## config.mk

```make
export PLATFORM = sky130hd
export DESIGN_NAME = activation_pipe
export DESIGN_NICKNAME = d
export VERILOG_FILES = /design/src/rtl/activation_pipe.sv
export SDC_FILE = /design/constraint.sdc
export NUM_CORES = 1
export LEC_CHECK = 0
export BUFFER_PORTS_ARGS = -buffer_cell sky130_fd_sc_hd__buf_4
export CORE_MARGIN = 8
export CORE_UTILIZATION = 42
export CTS_CLUSTER_DIAMETER = 100
export CTS_CLUSTER_SIZE = 16
export DETAILED_ROUTE_END_ITERATION = 6
export RECOVER_POWER = 100
export SYNTH_ARGS = -nofsm -noshare
export SYNTH_HDL_FRONTEND = slang
export SYNTH_SLANG_ARGS = --single-unit
```

## constraint.sdc

```tcl
create_clock -name clk -period 2.7 [get_ports clk]
set_input_delay 0.54 -clock clk [delete_from_list [all_inputs] [get_ports clk]]
set_output_delay 0.54 -clock clk [all_outputs]
set_load 0.01 [all_outputs]
```

## src/rtl/activation_pipe.sv

```systemverilog
// ---------------------------------------------------------------------------
// activation_pipe
//   Pipelined activation unit that sits on the output path of the systolic
//   matrix-multiply array. Each accepted row passes through two register
//   stages. Every channel gets the activation selected for the job: bypass,
//   ReLU, leaky ReLU or clipped ReLU. Masked-off channels are forced to zero.
//   The block counts the rows of a job and raises done_activation once the
//   pipeline has drained.
//
// Ports:
//   clk                 clock
//   reset               asynchronous active-low reset
//   enable_activation   job enable (level); drop to abort or to acknowledge done
//   activation_type     0 bypass, 1 ReLU, 2 leaky ReLU, 3 clipped ReLU
//   leak_shift          arithmetic right-shift amount used for leaky ReLU
//   num_rows            number of rows in the job
//   in_data_available   inp_data / validity_mask valid this cycle
//   inp_data            row, channel i at [i*DWIDTH +: DWIDTH]
//   validity_mask       bit i = 1 marks channel i valid
//   out_data            activated row, same packing (holds when not valid)
//   out_data_available  out_data valid this cycle
//   done_activation     job complete
// ---------------------------------------------------------------------------
module activation_pipe #(
  parameter int DWIDTH    = 8,
  parameter int NUM_CH    = 4,
  parameter int CNT_WIDTH = 16,
  parameter int CLIP_MAX  = 96
) (
  input  logic                     clk,
  input  logic                     reset,
  input  logic                     enable_activation,
  input  logic [1:0]               activation_type,
  input  logic [2:0]               leak_shift,
  input  logic [CNT_WIDTH-1:0]     num_rows,
  input  logic                     in_data_available,
  input  logic [NUM_CH*DWIDTH-1:0] inp_data,
  input  logic [NUM_CH-1:0]        validity_mask,
  output logic [NUM_CH*DWIDTH-1:0] out_data,
  output logic                     out_data_available,
  output logic                     done_activation
);

  localparam logic [1:0] ST_IDLE  = 2'd0;
  localparam logic [1:0] ST_RUN   = 2'd1;
  localparam logic [1:0] ST_DRAIN = 2'd2;
  localparam logic [1:0] ST_DONE  = 2'd3;

  localparam logic signed [DWIDTH-1:0] CLIP_VAL = DWIDTH'(CLIP_MAX);

  logic [1:0]               state_reg, state_next;
  logic [CNT_WIDTH-1:0]     cnt_reg, cnt_next, cnt_plus;

  // Job configuration, frozen for the whole job
  logic [1:0]               act_type_reg;
  logic [2:0]               leak_shift_reg;
  logic [CNT_WIDTH-1:0]     num_rows_reg;

  // Stage 1: raw row
  logic [NUM_CH*DWIDTH-1:0] s1_data_reg;
  logic [NUM_CH-1:0]        s1_mask_reg;
  logic                     s1_valid_reg;

  // Stage 2: activated row (drives the outputs directly)
  logic [NUM_CH*DWIDTH-1:0] s2_data_reg;
  logic                     s2_valid_reg;

  logic                     start_job;
  logic                     abort_job;
  logic                     row_accept;
  logic [NUM_CH*DWIDTH-1:0] act_row;

  assign cnt_plus   = cnt_reg + CNT_WIDTH'(1);
  assign start_job  = (state_reg == ST_IDLE) && enable_activation;
  assign abort_job  = !enable_activation &&
                      ((state_reg == ST_RUN) || (state_reg == ST_DRAIN));
  // Once the counter has reached num_rows, further rows are dropped. This
  // also covers num_rows = 0.
  assign row_accept = (state_reg == ST_RUN) && enable_activation &&
                      in_data_available && (cnt_reg != num_rows_reg);

  always_comb begin
    state_next = state_reg;
    cnt_next   = cnt_reg;
    case (state_reg)
      ST_IDLE: begin
        if (enable_activation) begin
          state_next = ST_RUN;
          cnt_next   = '0;
        end
      end
      ST_RUN: begin
        if (!enable_activation) begin
          state_next = ST_IDLE;
          cnt_next   = '0;
        end else if (row_accept) begin
          cnt_next = cnt_plus;
          if (cnt_plus == num_rows_reg) state_next = ST_DRAIN;
        end else if (cnt_reg == num_rows_reg) begin
          state_next = ST_DRAIN;
        end
      end
      ST_DRAIN: begin
        if (!enable_activation) begin
          state_next = ST_IDLE;
          cnt_next   = '0;
        end else if (!s1_valid_reg && !s2_valid_reg) begin
          state_next = ST_DONE;
        end
      end
      ST_DONE: begin
        if (!enable_activation) state_next = ST_IDLE;
      end
      default: state_next = ST_IDLE;
    endcase
  end

  // Per-channel activation on stage-1 data, using the latched job mode
  genvar gi;
  generate
    for (gi = 0; gi < NUM_CH; gi++) begin : g_ch
      logic signed [DWIDTH-1:0] x;
      logic signed [DWIDTH-1:0] y;

      assign x = s1_data_reg[gi*DWIDTH +: DWIDTH];

      always_comb begin
        y = x;
        if (!s1_mask_reg[gi]) begin
          y = '0;
        end else begin
          case (act_type_reg)
            2'd0:    y = x;
            2'd1:    y = x[DWIDTH-1] ? '0 : x;
            // >>> on a signed operand floors toward negative infinity
            2'd2:    y = x[DWIDTH-1] ? (x >>> leak_shift_reg) : x;
            default: y = x[DWIDTH-1] ? '0 : ((x > CLIP_VAL) ? CLIP_VAL : x);
          endcase
        end
      end

      assign act_row[gi*DWIDTH +: DWIDTH] = y;
    end
  endgenerate

  always_ff @(posedge clk or negedge reset) begin
    if (!reset) begin
      state_reg      <= ST_IDLE;
      cnt_reg        <= '0;
      act_type_reg   <= '0;
      leak_shift_reg <= '0;
      num_rows_reg   <= '0;
      s1_data_reg    <= '0;
      s1_mask_reg    <= '0;
      s1_valid_reg   <= 1'b0;
      s2_data_reg    <= '0;
      s2_valid_reg   <= 1'b0;
    end else begin
      state_reg <= state_next;
      cnt_reg   <= cnt_next;

      if (start_job) begin
        act_type_reg   <= activation_type;
        leak_shift_reg <= leak_shift;
        num_rows_reg   <= num_rows;
      end

      // row_accept is already low on abort, so stage 1 empties by itself
      s1_valid_reg <= row_accept;
      if (row_accept) begin
        s1_data_reg <= inp_data;
        s1_mask_reg <= validity_mask;
      end

      // An abort discards the row sitting in stage 1
      s2_valid_reg <= s1_valid_reg && !abort_job;
      if (s1_valid_reg && !abort_job) s2_data_reg <= act_row;
    end
  end

  assign out_data           = s2_data_reg;
  assign out_data_available = s2_valid_reg;
  assign done_activation    = (state_reg == ST_DONE);

endmodule

```

==> impl.org <==
** Status
- Result of the run :: finished clean

** Drt
- For this block, the initial DRC count from the detailed router was 449.
- Vias per std cell :: 5.884
- Remaining antenna violation count after routing :: 0
- Wires add up to 17,850 um.
- Drt wl/cell :: 19.38 um
- The first detailed-routing pass took 5 iterations.
- For this block, the via count after detailed routing is 5,419.
- For this run, design rule violations remaining after detail routing come to 0.

** Global route
- The number of global-route vias before repair was 5,464.
- Global route overflow :: 0
- Overall Global Routing Usage :: 18.20%
- Antenna violations before repair :: 0
- The first global-routing pass estimated 29,470 um of wire.
- Entering global routing, the biggest net connects 46 pins.

** Setup path
- The worst setup path is captured at a flip-flop.
- Arrival time at the worst endpoint :: 2.78 ns
- Data on the critical path is required at its endpoint by 2.93 ns.
- The worst setup path is of the reg2reg kind.
- The worst setup path is launched from a flip-flop.
- Along the worst path, the maximum fanout reaches 26.

** STA
- Achievable Freq :: 393.1 MHz
- Accumulated negative setup slack :: 0 ns
- Clock skew on the completed layout was measured at 0.01547 ns.
- Final max-slew violation count :: 0
- Portion of the clock cycle consumed by the worst path in the final layout :: 94.23%
- For the pin with the worst max-slew slack, the measured transition is 1.137 ns.
- Hold Fails Final Rpt :: 0
- Final critical path time including I/O delays and setup :: 2.544 ns
- Normalized max-slew margin :: 24.22%
- Setup repair after global routing left no endpoint under its margin.
- Setup violations remaining at the end of the flow were counted as 0.
- On the final layout, the worst hold slack is 0.3971 ns.

** Floorplan
- Effective utilization at floorplan :: 43.04%
- Pin placement for this block handled 95 I/O pins.
- The floorplan has 45 rows.
- Die boundary width :: 140.8 um
- The die covers 0.01983 sq mm.
- Floorplan core area :: 0.01520 sq mm
- Y dimension of the die :: 140.8 um

** Synth
- Distinct cell type count of the synthesized netlist :: 62
- Number of synthesized register bits :: 109
- Cell taking the most area after synthesis :: sky130_fd_sc_hd__dfrtp_1
- Sequential cells were found to cover 41.69% of the synthesized design area.
- Summing the areas of all fa, ha and maj instances in the mapped netlist gives 1.339% of the synthesized area.
- Post-synth ARST share :: 100.0%
- Area fraction in compound gates after synthesis :: 16.58%
- After synthesis, the largest family of logic cells by area is multiplexers.
- Post-synthesis share of cell area spent on and, or, nand and nor gates :: 13.79%
- Synthesis produced 646 cells.
- Count of warnings emitted by yosys :: 0
- The synthesized design contains 0 enable-type register cells.
- After Yosys synthesis, XOR and XNOR cells account for 3.308% of the synthesized area.
- The mapped netlist covers 0.006543 sq mm.
- In this run the biggest area consumer among cell types represents 41.69% of the synthesized area.
- Multiplexer area fraction after synthesis :: 19.12%
- In the synthesized netlist the dominant register cell turns out to be sky130_fd_sc_hd__dfrtp_1.
- Leading cell types by total area after synthesis :: sky130_fd_sc_hd__dfrtp_1 42%, sky130_fd_sc_hd__mux2_2 9.6%, sky130_fd_sc_hd__mux4_2 6.9%, sky130_fd_sc_hd__nand2_1 4.1%, sky130_fd_sc_hd__o21ai_0 3.4%
- Average cell area after synthesis :: 10.13 sq um
- The number of nets in the synthesized netlist is 714.

** Finish
- Post-layout util :: 49.85%
- The net count of the finished layout is 798.
- The number of antenna diodes in the final layout is 0.
- The filler cells instantiated in the layout total 1,427.
- Cells with a size suffix above 1 make up 23.60% of the layout.
- Area growth from synthesis to layout :: 15.83%

** Power and ir drop
- Summed over all cells, the static leakage comes to 0.003190 uW.
- Internal power :: 4839 uW
- Relative contribution of sequential cells to total power :: 38.5%
- Switching fraction of total power :: 41.79%
- In this run the power spent charging and discharging nets is 3474 uW.
- Final total power :: 8313 uW
- The clock network burns 14.8% of the power.
- The share of total power dissipated in combinational logic is 46.8%.
- VDD IR-drop max :: 491.3 uV
- In this run the power density over the cells is 1097 mW/mm^2.

** Place
- The wire-length estimate of the detail-placed layout is 12,920 um.
- The congestion estimate from routability-driven global placement came to 0.9204.
- Port Buffers :: 94

** Clocking
- The tree built by TritonCTS fans out to 109 sinks.
- After clock tree synthesis, the flow added hold-fix buffers numbering 0.
- H-Tree Depth :: 3
- Clock insertion delay at the later pin of the skew report :: 0.35 ns
- After clock tree synthesis, the clock-pin slew on the worst setup and hold paths is 0.07 ns.
- Clock Tree Root :: sky130_fd_sc_hd__clkbuf_16
- In this run the deepest clock path goes through 2 buffers.
- TritonCTS built the clock tree.
- In this run, CTS created clock tree buffers numbering 9.

** Hold path
- The worst hold path belongs to the class in2async.

** Run
- Max-cap violations in this run came to 0.
## cell usage after synthesis, drive strengths merged (5+ instances only)
cell type and instances:
a21o 6, a21oi 39, a22o 10, a22oi 7
a31oi 5, and2 6, buf 14, clkbuf 32
dfrtp 109, ha 7, inv 15, mux2 58
mux2i 14, mux4 20, nand2 71, nand2b 10
nand3 18, nand4 9, nor2 37, nor3 8
o211ai 8, o21ai 47, o31ai 16, xnor2 14
xor2 8
## per-layer routing
metal / wire length (um) / global-route usage [%] / vias up
li1: - / - / 2535
met1: 8371 / 25.94 / 2653
met2: 7866 / 26.64 / 211
met3: 1223 / 3.511 / 20
met4: 391 / 7.127 / 0
met5: 0 / 0 / -
## timing repair
| item | in CTS | in global routing |
|---|---|---|
| endpoints found under the setup margin | 0 | 1 |
| setup buffers | 0 | 2 |
| gates resized for setup | 0 | 1 |
## logic make-up (layout without fill, tap and decap cells)
group                      after synthesis  after routing
and+or+nand+nor                        185            186
AOI/OAI and AO/OA                      168            168
DFF                                    109            109
muxes                                   92             92
buffers and inverters                   62            148
xor gates and xnor gates                23             23
adders and majority gates                7              7
## final timing paths
kind / slack (ns) / start / endpoint / depth (start not counted)
worst max register to register: 0.16 / cnt_reg[14]$_DFFE_PN0P_ / cnt_reg[9]$_DFFE_PN0P_ / 8
worst min-delay path: 0.40 / reset / cnt_reg[12]$_DFFE_PN0P_ / 1
min in group clk: 0.40 / inp_data[23] / s1_data_reg[23]$_DFFE_PN0P_ / 3
worst max-delay path: 0.16 / cnt_reg[14]$_DFFE_PN0P_ / cnt_reg[9]$_DFFE_PN0P_ / 8
max in group asynchronous: 0.95 / reset / leak_shift_reg[0]$_DFFE_PN0P_ / 2
worst min register to register: 0.48 / out_data[20]$_DFFE_PN0P_ / out_data[20]$_DFFE_PN0P_ / 2
## layout make-up
type	instances	area [sq um]	area share, %
clock buffers	11	242.7	3.203
multi-input cells	476	3551	46.85
inverters	16	60.06	0.7925
repair buffers	118	738.2	9.741
clock inverters	3	23.77	0.3137
well taps	188	235.2	3.104
flip-flops and latches	109	2728	35.99
## through the flow
| step | setup slack (ns) | std cells | area [sq um] |
|---|---|---|---|
| CTS | 0.1255 | 918 | 7744 |
| floorplan | 0.3854 | 646 | 6543 |
| detailed placement | 0.1271 | 904 | 7477 |
| global route | 0.04635 | 921 | 7579 |
| finish | 0.1558 | 921 | 7579 |
| global placement | 0.2275 | 904 | 7477 |
## placed cells by master, fill, tap and decap left out, drive strengths merged, types with 7 or more instances in the layout
cell / count
ha: 7
o31ai: 16
nor3: 8
nand4: 9
mux2i: 14
mux2: 58
nor2: 38
nand2b: 10
buf: 74
o21ai: 47
nand3: 18
a21oi: 39
dfrtp: 109
mux4: 20
clkbuf: 55
xnor2: 14
o211ai: 8
a22oi: 7
xor2: 8
a22o: 10
nand2: 71
inv: 15
## power groups by stage
stage                     Combinational (uW)  Clock [uW]  Sequential [uW]
after global routing                    4320        1330             3310
after CTS                               4090        1270             3180
after floorplan                         3080           0             2880
after detailed placement                4070           0             3210
final                                   3890        1230             3200
after global placement                  3990           0             3180
## critical path, cell delays in order, from the launching register on
cell	delay [ns]
sky130_fd_sc_hd__dfrtp_1	0.43
sky130_fd_sc_hd__xor2_1	0.23
sky130_fd_sc_hd__or4_4	0.58
sky130_fd_sc_hd__nor4_4	0.34
sky130_fd_sc_hd__buf_4	0.22
sky130_fd_sc_hd__nor3_2	0.06
sky130_fd_sc_hd__buf_12	0.18
sky130_fd_sc_hd__a21o_1	0.16
sky130_fd_sc_hd__a22o_1	0.23
No activity file was read; power rests on OpenSTA's default activity.
